[src/rtl/btn_scan_pkg.sv]
// rtl/btn_scan_pkg.sv - shared types and constants for the button scan controller
package btn_scan_pkg;

    typedef enum logic [1:0] {
        IDLE   = 2'd0,
        SETTLE = 2'd1,
        RUN    = 2'd2
    } state_t;

    localparam int SETTLE_CYCLES = 2;

    // Counter width for values 0..n-1, never narrower than one bit.
    function automatic int width_of(input int n);
        return (n > 1) ? $clog2(n) : 1;
    endfunction

endpackage

[src/rtl/sync_2ff.sv]
// rtl/sync_2ff.sv - two-stage synchronizer for an asynchronous input vector
module sync_2ff #(
    parameter int WIDTH = 1
) (
    input  logic             clk,
    input  logic             reset,
    input  logic [WIDTH-1:0] d,
    output logic [WIDTH-1:0] q
);

    logic [WIDTH-1:0] meta;

    always_ff @(posedge clk or posedge reset) begin
        if (reset) begin
            meta <= '0;
            q    <= '0;
        end else begin
            meta <= d;
            q    <= meta;
        end
    end

endmodule

[src/rtl/btn_scan_ctrl.sv]
// rtl/btn_scan_ctrl.sv - round-robin debouncer sharing one evaluator across N_BTN buttons
// Optional event latch (evt_ack/evt_pend) enabled by defining BTN_EVENT_LATCH_EN.
module btn_scan_ctrl
    import btn_scan_pkg::*;
#(
    parameter int N_BTN    = 4,
    parameter int TICK_DIV = 1000,
    parameter int DB_CNT   = 8,
    localparam int IW      = width_of(N_BTN)
) (
    input  logic             clk,
    input  logic             reset,
    input  logic             en,
    input  logic [N_BTN-1:0] raw,
    output logic [N_BTN-1:0] clean,
    output logic [N_BTN-1:0] press,
    output logic [N_BTN-1:0] release_pulse,
    output logic [IW-1:0]    scan_idx,
    output logic             running
`ifdef BTN_EVENT_LATCH_EN
    ,
    input  logic [N_BTN-1:0] evt_ack,
    output logic [N_BTN-1:0] evt_pend
`endif
);

    localparam int CW = width_of(DB_CNT);
    localparam int PW = width_of(TICK_DIV);
    localparam int SW = width_of(SETTLE_CYCLES);

    state_t           state;
    state_t           next_state;
    logic [SW-1:0]    settle_cnt;
    logic [PW-1:0]    prescaler;
    logic [CW-1:0]    cnt [N_BTN];
    logic [N_BTN-1:0] sraw;
    logic             scan_active;
    logic             tick;

    sync_2ff #(.WIDTH(N_BTN)) u_sync (
        .clk   (clk),
        .reset (reset),
        .d     (raw),
        .q     (sraw)
    );

    always_ff @(posedge clk or posedge reset) begin
        if (reset) begin
            state   <= IDLE;
            running <= 1'b0;
        end else begin
            state   <= next_state;
            running <= (next_state == RUN);
        end
    end

    always_comb begin
        next_state = state;
        case (state)
            IDLE:    if (en) next_state = SETTLE;
            SETTLE: begin
                if (!en)
                    next_state = IDLE;
                else if (settle_cnt == SW'(SETTLE_CYCLES - 1))
                    next_state = RUN;
            end
            RUN:     if (!en) next_state = IDLE;
            default: next_state = IDLE;
        endcase
    end

    // Dropping en in RUN suppresses that cycle's evaluation and clears the scan.
    always_comb begin
        scan_active = 1'b0;
        tick        = 1'b0;
        if (state == RUN && en) begin
            scan_active = 1'b1;
            tick        = (prescaler == PW'(TICK_DIV - 1));
        end
    end

    always_ff @(posedge clk or posedge reset) begin
        if (reset) begin
            settle_cnt    <= '0;
            prescaler     <= '0;
            scan_idx      <= '0;
            clean         <= '0;
            press         <= '0;
            release_pulse <= '0;
            for (int i = 0; i < N_BTN; i++) cnt[i] <= '0;
        end else begin
            press         <= '0;
            release_pulse <= '0;
            settle_cnt    <= (state == SETTLE && next_state == SETTLE) ? settle_cnt + SW'(1) : '0;
            if (!scan_active) begin
                prescaler <= '0;
                scan_idx  <= '0;
                for (int i = 0; i < N_BTN; i++) cnt[i] <= '0;
            end else begin
                prescaler <= tick ? '0 : prescaler + PW'(1);
                if (tick) begin
                    scan_idx <= (scan_idx == IW'(N_BTN - 1)) ? '0 : scan_idx + IW'(1);
                    // Only the visited channel's counter moves; an agreeing sample restarts it.
                    if (sraw[scan_idx] == clean[scan_idx]) begin
                        cnt[scan_idx] <= '0;
                    end else if (cnt[scan_idx] == CW'(DB_CNT - 1)) begin
                        cnt[scan_idx]   <= '0;
                        clean[scan_idx] <= sraw[scan_idx];
                        if (sraw[scan_idx])
                            press[scan_idx] <= 1'b1;
                        else
                            release_pulse[scan_idx] <= 1'b1;
                    end else begin
                        cnt[scan_idx] <= cnt[scan_idx] + CW'(1);
                    end
                end
            end
        end
    end

`ifdef BTN_EVENT_LATCH_EN
    // A press in the same cycle as an ack keeps the event pending.
    always_ff @(posedge clk or posedge reset) begin
        if (reset)
            evt_pend <= '0;
        else
            evt_pend <= (evt_pend & ~evt_ack) | press;
    end
`endif

endmodule

[config.mk]
export PLATFORM = sky130hd
export DESIGN_NAME = btn_scan_ctrl
export DESIGN_NICKNAME = d
export VERILOG_FILES = /design/src/rtl/btn_scan_pkg.sv /design/src/rtl/sync_2ff.sv /design/src/rtl/btn_scan_ctrl.sv
export SDC_FILE = /design/constraint.sdc
export NUM_CORES = 1
export LEC_CHECK = 0
export ABC_CLOCK_PERIOD_IN_PS = 5140
export BUFFER_PORTS_ARGS = -buffer_cell sky130_fd_sc_hd__buf_2
export CORE_MARGIN = 2
export CORE_UTILIZATION = 40
export CTS_BUF_LIST = sky130_fd_sc_hd__clkbuf_16
export DETAILED_ROUTE_END_ITERATION = 7
export HOLD_SLACK_MARGIN = 0.08
export PLACE_DENSITY_LB_ADDON = 0.3
export SYNTH_ARGS = -nofsm -noshare
export SYNTH_HDL_FRONTEND = slang
export SYNTH_SLANG_ARGS = --single-unit
[constraint.sdc]
create_clock -name clk -period 5.14 [get_ports clk]
set_input_delay 0.257 -clock clk [delete_from_list [all_inputs] [get_ports clk]]
set_output_delay 0.257 -clock clk [all_outputs]
set_load 0.005 [all_outputs]
==> flow_summary.json, run 1 <==
{
  "outcome": "completed",
  "post_cts.repair.setup_buffers": 0,
  "pwr-share-comb": 0.028,
  "yosys.area_share.simple": 0.205,
  "finalCritPeriodShare": 0.465,
  "clkPwrFrac": 0.471,
  "grt_pass1_vias": 1471,
  "drt_pass1_iterations": 4,
  "worst-path-max-fanout": 10,
  "crit_family": "multiplexers",
  "drtIter0Drc": 86,
  "synthDistinctLibCells": 33,
  "syn_inst": 184,
  "drv_cap": 0,
  "syn_area_sq_um": 2200,
  "n_antenna_cell": 0,
  "seqPwrFrac": 0.500,
  "fill_cells": 505,
  "drtAntennaViolNets": 0,
  "synth-compound-area-share": 0.0204,
  "min_period_ns": 2.39,
  "gp_routability_congestion": 0.805,
  "yosys-mux-area-fraction": 0.108,
  "synthAdderAreaFrac": 0.0397,
  "p_per_area_nw_per_um2": 303,
  "die_area_sq_um": 6120,
  "worstPathCellList": "mux4_2 -> ha_1 -> ha_1 -> and3_1 -> nand3_2 -> mux2_1",
  "dp_hpwl_mm": 2.77,
  "drive_above_1_share": 0.207,
  "end_kind": "register",
  "cts_hold_buf": 4,
  "swShare": 0.200,
  "die_height_um": 78.2,
  "tightest_slew_ns": 0.999,
  "antenna_found_initial": 0,
  "tns_ns": 0,
  "io_pins": 22,
  "power_switching_uw": 154,
  "cp_common_cell": "ha_1",
  "cts_buffer_depth": 2,
  "min_path_type": "input port to asynchronous set/reset pin",
  "grt_overflow": 0,
  "grt_usage": 0.154,
  "grt_max_degree": 49,
  "wire_per_inst_um": 15.0,
  "io_buffers": 21,
  "required_ns": 5.31,
  "path_clk_slew_ns": 0.06,
  "syn_nets": 198,
  "drv_slew": 0,
  "routed_wl_mm": 4.19,
  "timing_hold_violations_final": 0,
  "synth.avg_cell_area_sq_um": 12.0,
  "mostFrequentLayoutCells": "48 x dfrtp_1, 21 x buf_2, 14 x nand3_1",
  "r2r_cells": 6,
  "cts_made_buffers": 5,
  "die_w_um": 78.2,
  "finalNetCount": 221,
  "critPathMaxStageDelay_ns": 0.58,
  "slew_headroom": 0.333,
  "area_delta_synth_final_pct": 15.6,
  "hold-worst-slack_ns": 0.204,
  "rows": 27,
  "worst_ir_drop_vdd_mv": 0.204,
  "slowest_stage": "dfrtp_1",
  "r2r_start": "scan_idx[0]$_DFFE_PP0P_",
  "crit_arrival_ns": 2.56,
  "crit_type": "register to register",
  "core-area_sq_um": 5410,
  "rsz0062_at_grt": "false",
  "cp_num_buf_inv": 0,
  "ys_seq_area_frac": 0.545,
  "cts_tree": "yes",
  "cts_sinks": 48,
  "start_kind": "register",
  "cts-root-buf": "clkbuf_16",
  "clock.fmax_mhz": 418,
  "fin_skew_ns": 0.00463,
  "drt-vias-per-instance": 5.23,
  "worst-path-stages": 6,
  "setup_viol": 0,
  "via_count": 1465,
  "htree_levels": 2,
  "drc": 0,
  "synth_top_family_by_area": "simple AND/OR/NAND/NOR gates",
  "synth_xor_area_frac": 0.0477,
  "internal_power_uw": 618,
  "yosysWarnings": 0,
  "insertion_delay_ns": 0.29,
  "cts_resized": 0,
  "crit_start": "scan_idx[0]$_DFFE_PP0P_",
  "synth_seq_cells": 48,
  "start_util": 0.408,
  "grt_pass1_wl_mm": 7.23,
  "leakagePower_uw": 0.00123,
  "final_common_cell": "dfrtp_1"
}
## per-stage QoR
step           instances  worst slack (ns)   util  cell area, sq um  total power, uW
2_1_floorplan        184              2.92      -              2200              407
3_3_place_gp         268              2.86  0.434              2340              413
3_5_place_dp         268              2.78  0.434              2340              413
4_1_cts              280              2.75  0.472              2550              781
5_1_grt              280              2.65  0.472              2550              798
6_report             280              2.75  0.472              2550              772
## final timing paths
check | end | slack, ns
min in group clk | state[1]$_DFF_PP0_ | 0.24
min | running$_DFF_PP0_ | 0.20
min reg2reg | u_sync.q[3]$_DFF_PP0_ | 0.35
max | clean[1]$_DFFE_PP0P_ | 2.75
max reg2reg | clean[1]$_DFFE_PP0P_ | 2.75
max in group asynchronous | press[1]$_DFF_PP0_ | 4.31
## cells by family after synthesis
logic type | Yosys count
mux | 16
flops | 48
buf+inv | 14
fa+ha+maj | 7
xor+xnor | 12
simple gates | 78
compound gates | 9
## layer usage
metal	up-vias	share of wire	GRT usage
met3	6	0.031	0.0345
li1	693	-	-
met5	-	0	0
met4	0	0.017	0.0632
met1	735	0.48	0.210
met2	31	0.48	0.237
## final cells by class
type,instances,area (sq um),share of cell area
sequential,48,1200,0.471
inverter,5,18.8,0.00736
clock buffer,5,125,0.0491
multi-input combinational,122,930,0.365
timing repair buffer,25,145,0.0569
tap,72,90.1,0.0353
clock inverter,3,38.8,0.0152
## flip-flops by register name, summed over array words and instances, names as in the netlist
name,count
settle_cnt,1
scan_idx,2
cnt,12
prescaler,10
u_sync.meta,4
u_sync.q,4
running,1
state,2
clean,4
press,4
release_pulse,4
## synth_stat cells, drive strengths merged
cell type / count / share of area
dfrtp: 48 / 0.54
nand3: 18 / 0.050
nor2: 13 / 0.022
and3: 11 / 0.033
nand2: 10 / 0.017
buf: 8 / 0.023
o21ai: 8 / 0.018
xor2: 8 / 0.032
ha: 7 / 0.040
mux2i: 7 / 0.032
nand4: 7 / 0.023
inv: 5 / 0.0085
mux4: 5 / 0.053
nor3: 5 / 0.011
mux2: 4 / 0.024
xnor2: 4 / 0.016
and2: 3 / 0.0085
and4: 3 / 0.012
nand3b: 3 / 0.010
nand2b: 2 / 0.0057
a21oi: 1 / 0.0023
and3b: 1 / 0.0040
and4b: 1 / 0.0051
clkbuf: 1 / 0.0017
nor3b: 1 / 0.0034
## power by group through the flow
| stage | Combinational [uW] | Clock, uW | Sequential [uW] |
|---|---|---|---|
| finish | 22.0 | 364 | 386 |
| global route | 25.2 | 386 | 387 |
| CTS | 22.6 | 372 | 386 |
| detailed placement | 20.2 | 0 | 393 |
| global placement | 20.0 | 0 | 393 |
| floorplan | 14.8 | 0 | 392 |
Power figures use the tool's default switching activity.
==> run 2: changes to the inputs <==
--- a/config.mk
+++ b/config.mk
@@ -5,7 +5,8 @@
 export SDC_FILE = /design/constraint.sdc
 export NUM_CORES = 1
 export LEC_CHECK = 0
-export ABC_CLOCK_PERIOD_IN_PS = 5140
+export ABC_AREA = 1
+export ABC_CLOCK_PERIOD_IN_PS = 1900
 export BUFFER_PORTS_ARGS = -buffer_cell sky130_fd_sc_hd__buf_2
 export CORE_MARGIN = 2
 export CORE_UTILIZATION = 40
==> constraint.sdc (replaced) <==
create_clock -name clk -period 1.9 [get_ports clk]
set_input_delay 0.095 -clock clk [delete_from_list [all_inputs] [get_ports clk]]
set_output_delay 0.095 -clock clk [all_outputs]
set_load 0.005 [all_outputs]
==> run 2 against run 1 <==
Net effect: the run now ends with setup timing left; synthesized cell count is 86% higher; clock power grew to 3.2 times the previous value; first-iteration DRC count is 100% higher; power grew to 3.0 times the previous value; largest power group is now clock; highest routed layer unchanged.
==> flow_summary.json, run 2 <==
{
  "placed_area_sq_um": 2900,
  "start_util": 0.409,
  "finalCritPeriodShare": 1.05,
  "timing_hold_violations_final": 0,
  "path_clk_slew_ns": 0.06,
  "p_per_area_nw_per_um2": 684,
  "worst_ir_drop_vdd_mv": 0.652,
  "yosys.cell_count.top_type": "nand2_1",
  "violations": "setup timing",
  "r2r_start": "scan_idx[0]$_DFFE_PP0P_",
  "min_period_ns": 1.99,
  "fin_skew_ns": 0.00510,
  "holdPathStages": 3,
  "routed_wl_mm": 6.59,
  "reg2reg_to": "cnt[1]$_DFFE_PP0P_",
  "syn_area_sq_um": 2570,
  "yosysWarnings": 0,
  "grt_pass1_wl_mm": 10.2,
  "syn_nets": 356,
  "ys.flop_type": "dfrtp_1",
  "antenna_found_initial": 0,
  "largest_register_ffs": 12,
  "htree_levels": 2,
  "worst-path-max-fanout": 6,
  "n_antenna_cell": 0,
  "crit_type": "register to register",
  "place_ws_ns": -0.105,
  "drt-vias-per-instance": 5.15,
  "insertion_delay_ns": 0.29,
  "setup_viol": 15,
  "via_count": 2451,
  "cts_sinks": 48,
  "gp_routability_congestion": 0.844,
  "die_w_um": 84.2,
  "grt_usage": 0.177,
  "drv_slew": 0,
  "dp.cells": 451,
  "post-route-util": 0.548,
  "drt_pass1_iterations": 5,
  "largest_registers": "cnt (12), prescaler (10)",
  "start_kind": "register",
  "fin_cells": 476,
  "drtAntennaViolNets": 0,
  "required_ns": 2.08,
  "multiInputGateArea_sq_um": 1320,
  "wire_per_inst_um": 13.8,
  "cts_made_buffers": 5,
  "grt_overflow": 0,
  "synth_top_cell_area_share": 0.467,
  "die_height_um": 84.2,
  "synth-edff-count": 0,
  "rows": 29,
  "mostFrequentLayoutCells": "102 x nand2_1, 46 x dfrtp_1, 28 x nor2_1",
  "synth.avg_cell_area_sq_um": 7.51,
  "hp-start": "en",
  "tns_ns": -0.819,
  "grt_pass1_vias": 2293,
  "r2r_cells": 12,
  "clock.fmax_mhz": 502,
  "dp_hpwl_mm": 4.11,
  "cts-root-buf": "clkbuf_16",
  "finalNetCount": 412,
  "area_delta_synth_final_pct": 33.9,
  "drive_above_1_share": 0.323,
  "die_area_sq_um": 7080,
  "postLayoutCellArea_sq_um": 3440,
  "min_path_type": "input port to register",
  "final_common_cell": "nand2_1",
  "yosys-top-cells-area": "dfrtp_1 47%, nand2_1 17%, nor2_1 4.4%",
  "yosys-top-cells-count": "118 x nand2_1, 48 x dfrtp_1, 30 x nor2_1, 23 x inv_1, 22 x o21ai_0",
  "slew_headroom": 0.608,
  "drtIter0Drc": 172,
  "syn_inst": 342,
  "core-area_sq_um": 6280,
  "cts_tree": "yes",
  "tightest_slew_ns": 0.587,
  "reg2reg_slack_ns": -0.09,
  "synth_seq_cells": 48,
  "io_buffers": 21,
  "rsz0062_at_grt": "true",
  "ys_seq_area_frac": 0.467,
  "io_pins": 22,
  "synthDistinctLibCells": 32,
  "drv_cap": 0,
  "hold_end": "state[0]$_DFF_PP0_",
  "crit_arrival_ns": 2.17,
  "fill_cells": 579,
  "regMostFlops": "cnt",
  "leakagePower_uw": 0.00176,
  "cts_buffer_depth": 2,
  "grt_max_degree": 49,
  "outcome": "finished, violations left",
  "end_kind": "register",
  "synth_largest_area_cell": "dfrtp_1",
  "drc": 0,
  "async_flop_share": 1.00,
  "regArea_sq_um": 1200,
  "fin_ws_ns": -0.0903
}
[run 2: power by group]
| part | leakage (uW) | switching [uW] | internal (uW) |
|---|---|---|---|
| sequential | 0.000646 | 7.26 | 1040 |
| combinational | 0.00102 | 95.8 | 67.2 |
| clock | 0.0000944 | 389 | 759 |
[run 2: critical path: stages, from the launching register on]
cell	delay [ns]
dfrtp_2	0.46
inv_4	0.08
o21ai_1	0.23
o22ai_2	0.14
ha_4	0.19
ha_4	0.22
buf_4	0.17
a21oi_1	0.11
o21ai_1	0.08
nand2_1	0.07
inv_2	0.03
nand2_1	0.05
nand2_1	0.04
[run 2: area by class of cell]
class	count	area share
Clock buffer	5	0.0364
Clock inverter	3	0.0200
Inverter	39	0.0483
Multi-Input combinational cell	246	0.383
Sequential cell	48	0.350
Tap cell	77	0.0280
Timing Repair Buffer	55	0.128
Timing Repair inverter	3	0.00727
[run 2: worst max-delay path by stage]
stage	depth (start not counted)	slack [ns]	endpoint	from
after detailed placement	15	-0.11	cnt[2]$_DFFE_PP0P_	scan_idx[0]$_DFFE_PP0P_
after floorplan	15	-0.1	cnt[10]$_DFFE_PP0P_	scan_idx[0]$_DFFE_PP0P_
final	12	-0.09	cnt[1]$_DFFE_PP0P_	scan_idx[0]$_DFFE_PP0P_
after global placement	15	0.008	cnt[5]$_DFFE_PP0P_	scan_idx[0]$_DFFE_PP0P_
after global routing	15	-0.18	cnt[0]$_DFFE_PP0P_	scan_idx[0]$_DFFE_PP0P_
after CTS	14	0.01	cnt[1]$_DFFE_PP0P_	scan_idx[0]$_DFFE_PP0P_
[run 2: metrics by stage]
step,total power [uW],hold slack (ns)
3_5_place_dp,1190,0.205
5_1_grt,2430,0.118
3_3_place_gp,1180,0.204
6_report,2350,0.113
2_1_floorplan,1150,0.126
4_1_cts,2350,0.105
[run 2: repair_timing]
item,4_1_cts,5_1_grt
gates resized for setup,10,54
endpoints found under the setup margin,12,16
pin swaps,1,31
hold buffers,5,0
endpoints found under the hold margin,52,0
cloned,0,6
setup buffers,2,4
[run 2: cell families after synthesis]
logic type / after synthesis / synth area share
buffers and inverters: 48 / 0.0837
xor gates and xnor gates: 1 / 0.00341
and+or+nand+nor: 178 / 0.285
adders and majority gates: 7 / 0.0341
DFF: 48 / 0.467
AOI/OAI and AO/OA: 60 / 0.126
[run 2: routing by layer]
metal | GRT usage | up-vias | share of wire
met5 | 0 | - | 0
li1 | - | 1198 | -
met3 | 0.0354 | 18 | 0.036
met1 | 0.224 | 1174 | 0.43
met2 | 0.304 | 61 | 0.50
met4 | 0.0587 | 0 | 0.031
==> run 3: changes to the inputs <==
--- a/config.mk
+++ b/config.mk
@@ -5,7 +5,6 @@
 export SDC_FILE = /design/constraint.sdc
 export NUM_CORES = 1
 export LEC_CHECK = 0
-export ABC_AREA = 1
 export ABC_CLOCK_PERIOD_IN_PS = 1900
 export BUFFER_PORTS_ARGS = -buffer_cell sky130_fd_sc_hd__buf_2
 export CORE_MARGIN = 2
@@ -13,7 +12,8 @@
 export CTS_BUF_LIST = sky130_fd_sc_hd__clkbuf_16
 export DETAILED_ROUTE_END_ITERATION = 7
 export HOLD_SLACK_MARGIN = 0.08
-export PLACE_DENSITY_LB_ADDON = 0.3
+export PLACE_DENSITY = 0.64
+export SLEW_MARGIN = 30
 export SYNTH_ARGS = -nofsm -noshare
 export SYNTH_HDL_FRONTEND = slang
 export SYNTH_SLANG_ARGS = --single-unit
==> run 3 against run 2 <==
Net effect: the flow still finishes with violations (setup timing); flip-flop and latch count unchanged; sequential share of layout area increased by 9.2 points; utilization decreased by 4.5 points; die area decreased by 14%; fmax increased by 1.2%.
==> flow_summary.json, run 3 (synthesis results as in run 1) <==
{
  "outcome": "finished, violations left",
  "violations": "setup timing",
  "p_per_area_nw_per_um2": 763,
  "path_clk_slew_ns": 0.06,
  "slew_headroom": 0.771,
  "finalNetCount": 233,
  "leakagePower_uw": 0.00128,
  "drive_above_1_share": 0.300,
  "min_period_ns": 1.97,
  "grt_pass1_wl_mm": 7.08,
  "finalCritPeriodShare": 1.04,
  "drv_cap": 0,
  "start_kind": "register",
  "min_path_type": "input port to asynchronous set/reset pin",
  "grt_pass1_vias": 1450,
  "io_pins": 22,
  "cts_made_buffers": 5,
  "gp_routability_congestion": 0.811,
  "rsz0062_at_grt": "true",
  "tns_ns": -0.264,
  "tightest_slew_ns": 0.344,
  "htree_levels": 2,
  "use_met1": 0.205,
  "placed_area_sq_um": 2460,
  "clock.fmax_mhz": 508,
  "final_common_cell": "dfrtp_1",
  "drc": 0,
  "regMostFlops": "cnt",
  "rows": 27,
  "drtAntennaViolNets": 0,
  "die_area_sq_um": 6120,
  "dp_hpwl_mm": 2.87,
  "n_antenna_cell": 0,
  "core-area_sq_um": 5410,
  "routed_wl_mm": 4.04,
  "worst_ir_drop_vdd_mv": 0.536,
  "postLayoutCellArea_sq_um": 2720,
  "drtIter0Drc": 81,
  "start_util": 0.408,
  "insertion_delay_ns": 0.28,
  "drt-vias-per-instance": 5.01,
  "cts_buffer_depth": 2,
  "fin_ws_ns": -0.0673,
  "crit_type": "register to register",
  "end_kind": "register",
  "mostFrequentLayoutCells": "48 x dfrtp_1, 21 x buf_2, 14 x nand3_1",
  "via_count": 1464,
  "antenna_found_initial": 0,
  "drt_pass1_iterations": 4,
  "drv_slew": 0,
  "grt_overflow": 0,
  "area_delta_synth_final_pct": 23.3,
  "required_ns": 2.07,
  "fill_cells": 490,
  "wire_per_inst_um": 13.8,
  "cts-root-buf": "clkbuf_16",
  "die_w_um": 78.2,
  "cts_tree": "yes",
  "fin_skew_ns": 0.00698,
  "timing_hold_violations_final": 0,
  "met2_usage": 0.226,
  "largest_registers": "cnt (12), prescaler (10)",
  "largest_register_ffs": 12,
  "grt_usage": 0.146,
  "met3_usage": 0.0460,
  "grt_max_degree": 21,
  "crit_arrival_ns": 2.14,
  "worst-path-max-fanout": 9,
  "grt_busiest_layer": "met2",
  "io_buffers": 21,
  "setup_viol": 4,
  "cts_sinks": 48,
  "die_height_um": 78.2
}
## run 3: path summary, 6_finish.rpt
kind                                     startpoint                          to  slack [ns]  cells past startpoint
setup / recovery            scan_idx[0]$_DFFE_PP0P_        clean[1]$_DFFE_PP0P_       -0.07                      6
hold / removal                                reset          state[1]$_DFF_PP0_        0.27                      3
setup reg to reg            scan_idx[0]$_DFFE_PP0P_        clean[1]$_DFFE_PP0P_       -0.07                      6
hold reg to reg            u_sync.meta[0]$_DFF_PP0_       u_sync.q[0]$_DFF_PP0_        0.35                      0
max in group asynchronous                     reset  release_pulse[0]$_DFF_PP0_        1.11                      4
min in group clk           u_sync.meta[0]$_DFF_PP0_       u_sync.q[0]$_DFF_PP0_        0.35                      0
## run 3: stage by stage
step	setup WS [ns]	hold slack [ns]	std cells	power [uW]	util
3_5_place_dp	-0.0853	0.0318	276	1120	0.455
5_1_grt	-0.124	0.301	292	2160	0.503
3_3_place_gp	-0.0390	0.0315	276	1120	0.455
4_1_cts	-0.0514	0.274	292	2100	0.499
6_report	-0.0673	0.274	292	2070	0.503
2_1_floorplan	-0.127	0.126	184	1100	-
## run 3: power breakdown
group | leakage, uW | internal (uW) | switching (uW)
registers | 0.000649 | 1040 | 8.36
logic | 0.000545 | 28.5 | 39.7
clock network | 0.0000850 | 613 | 349
## run 3: critical path: stages (launching register included)
cell,delay (ns)
dfrtp_1,0.41
mux4_2,0.57
ha_4,0.19
ha_4,0.18
and3_4,0.15
nand3_2,0.06
mux2_4,0.29
## run 3: layer usage
layer / vias up / routed length (um)
li1: 716 / -
met2: 31 / 1930
met1: 711 / 1930
met4: 0 / 27
met3: 6 / 147
met5: - / 0
## run 3: area by class of cell
cell class,count,area [sq um],share of cell area
Sequential cell,48,1200,0.442
Multi-Input combinational cell,122,1000,0.370
Timing Repair Buffer,37,240,0.0884
Clock buffer,5,125,0.0460
Tap cell,72,90.1,0.0331
Clock inverter,3,38.8,0.0143
Inverter,5,18.8,0.00690
## run 3: what timing repair did
action	in CTS	in global routing
pin swaps	1	5
hold endpoints to repair	54	0
buffers inserted	2	0
hold buffers	6	0
gates resized for setup	0	13
setup endpoints to repair	9	18
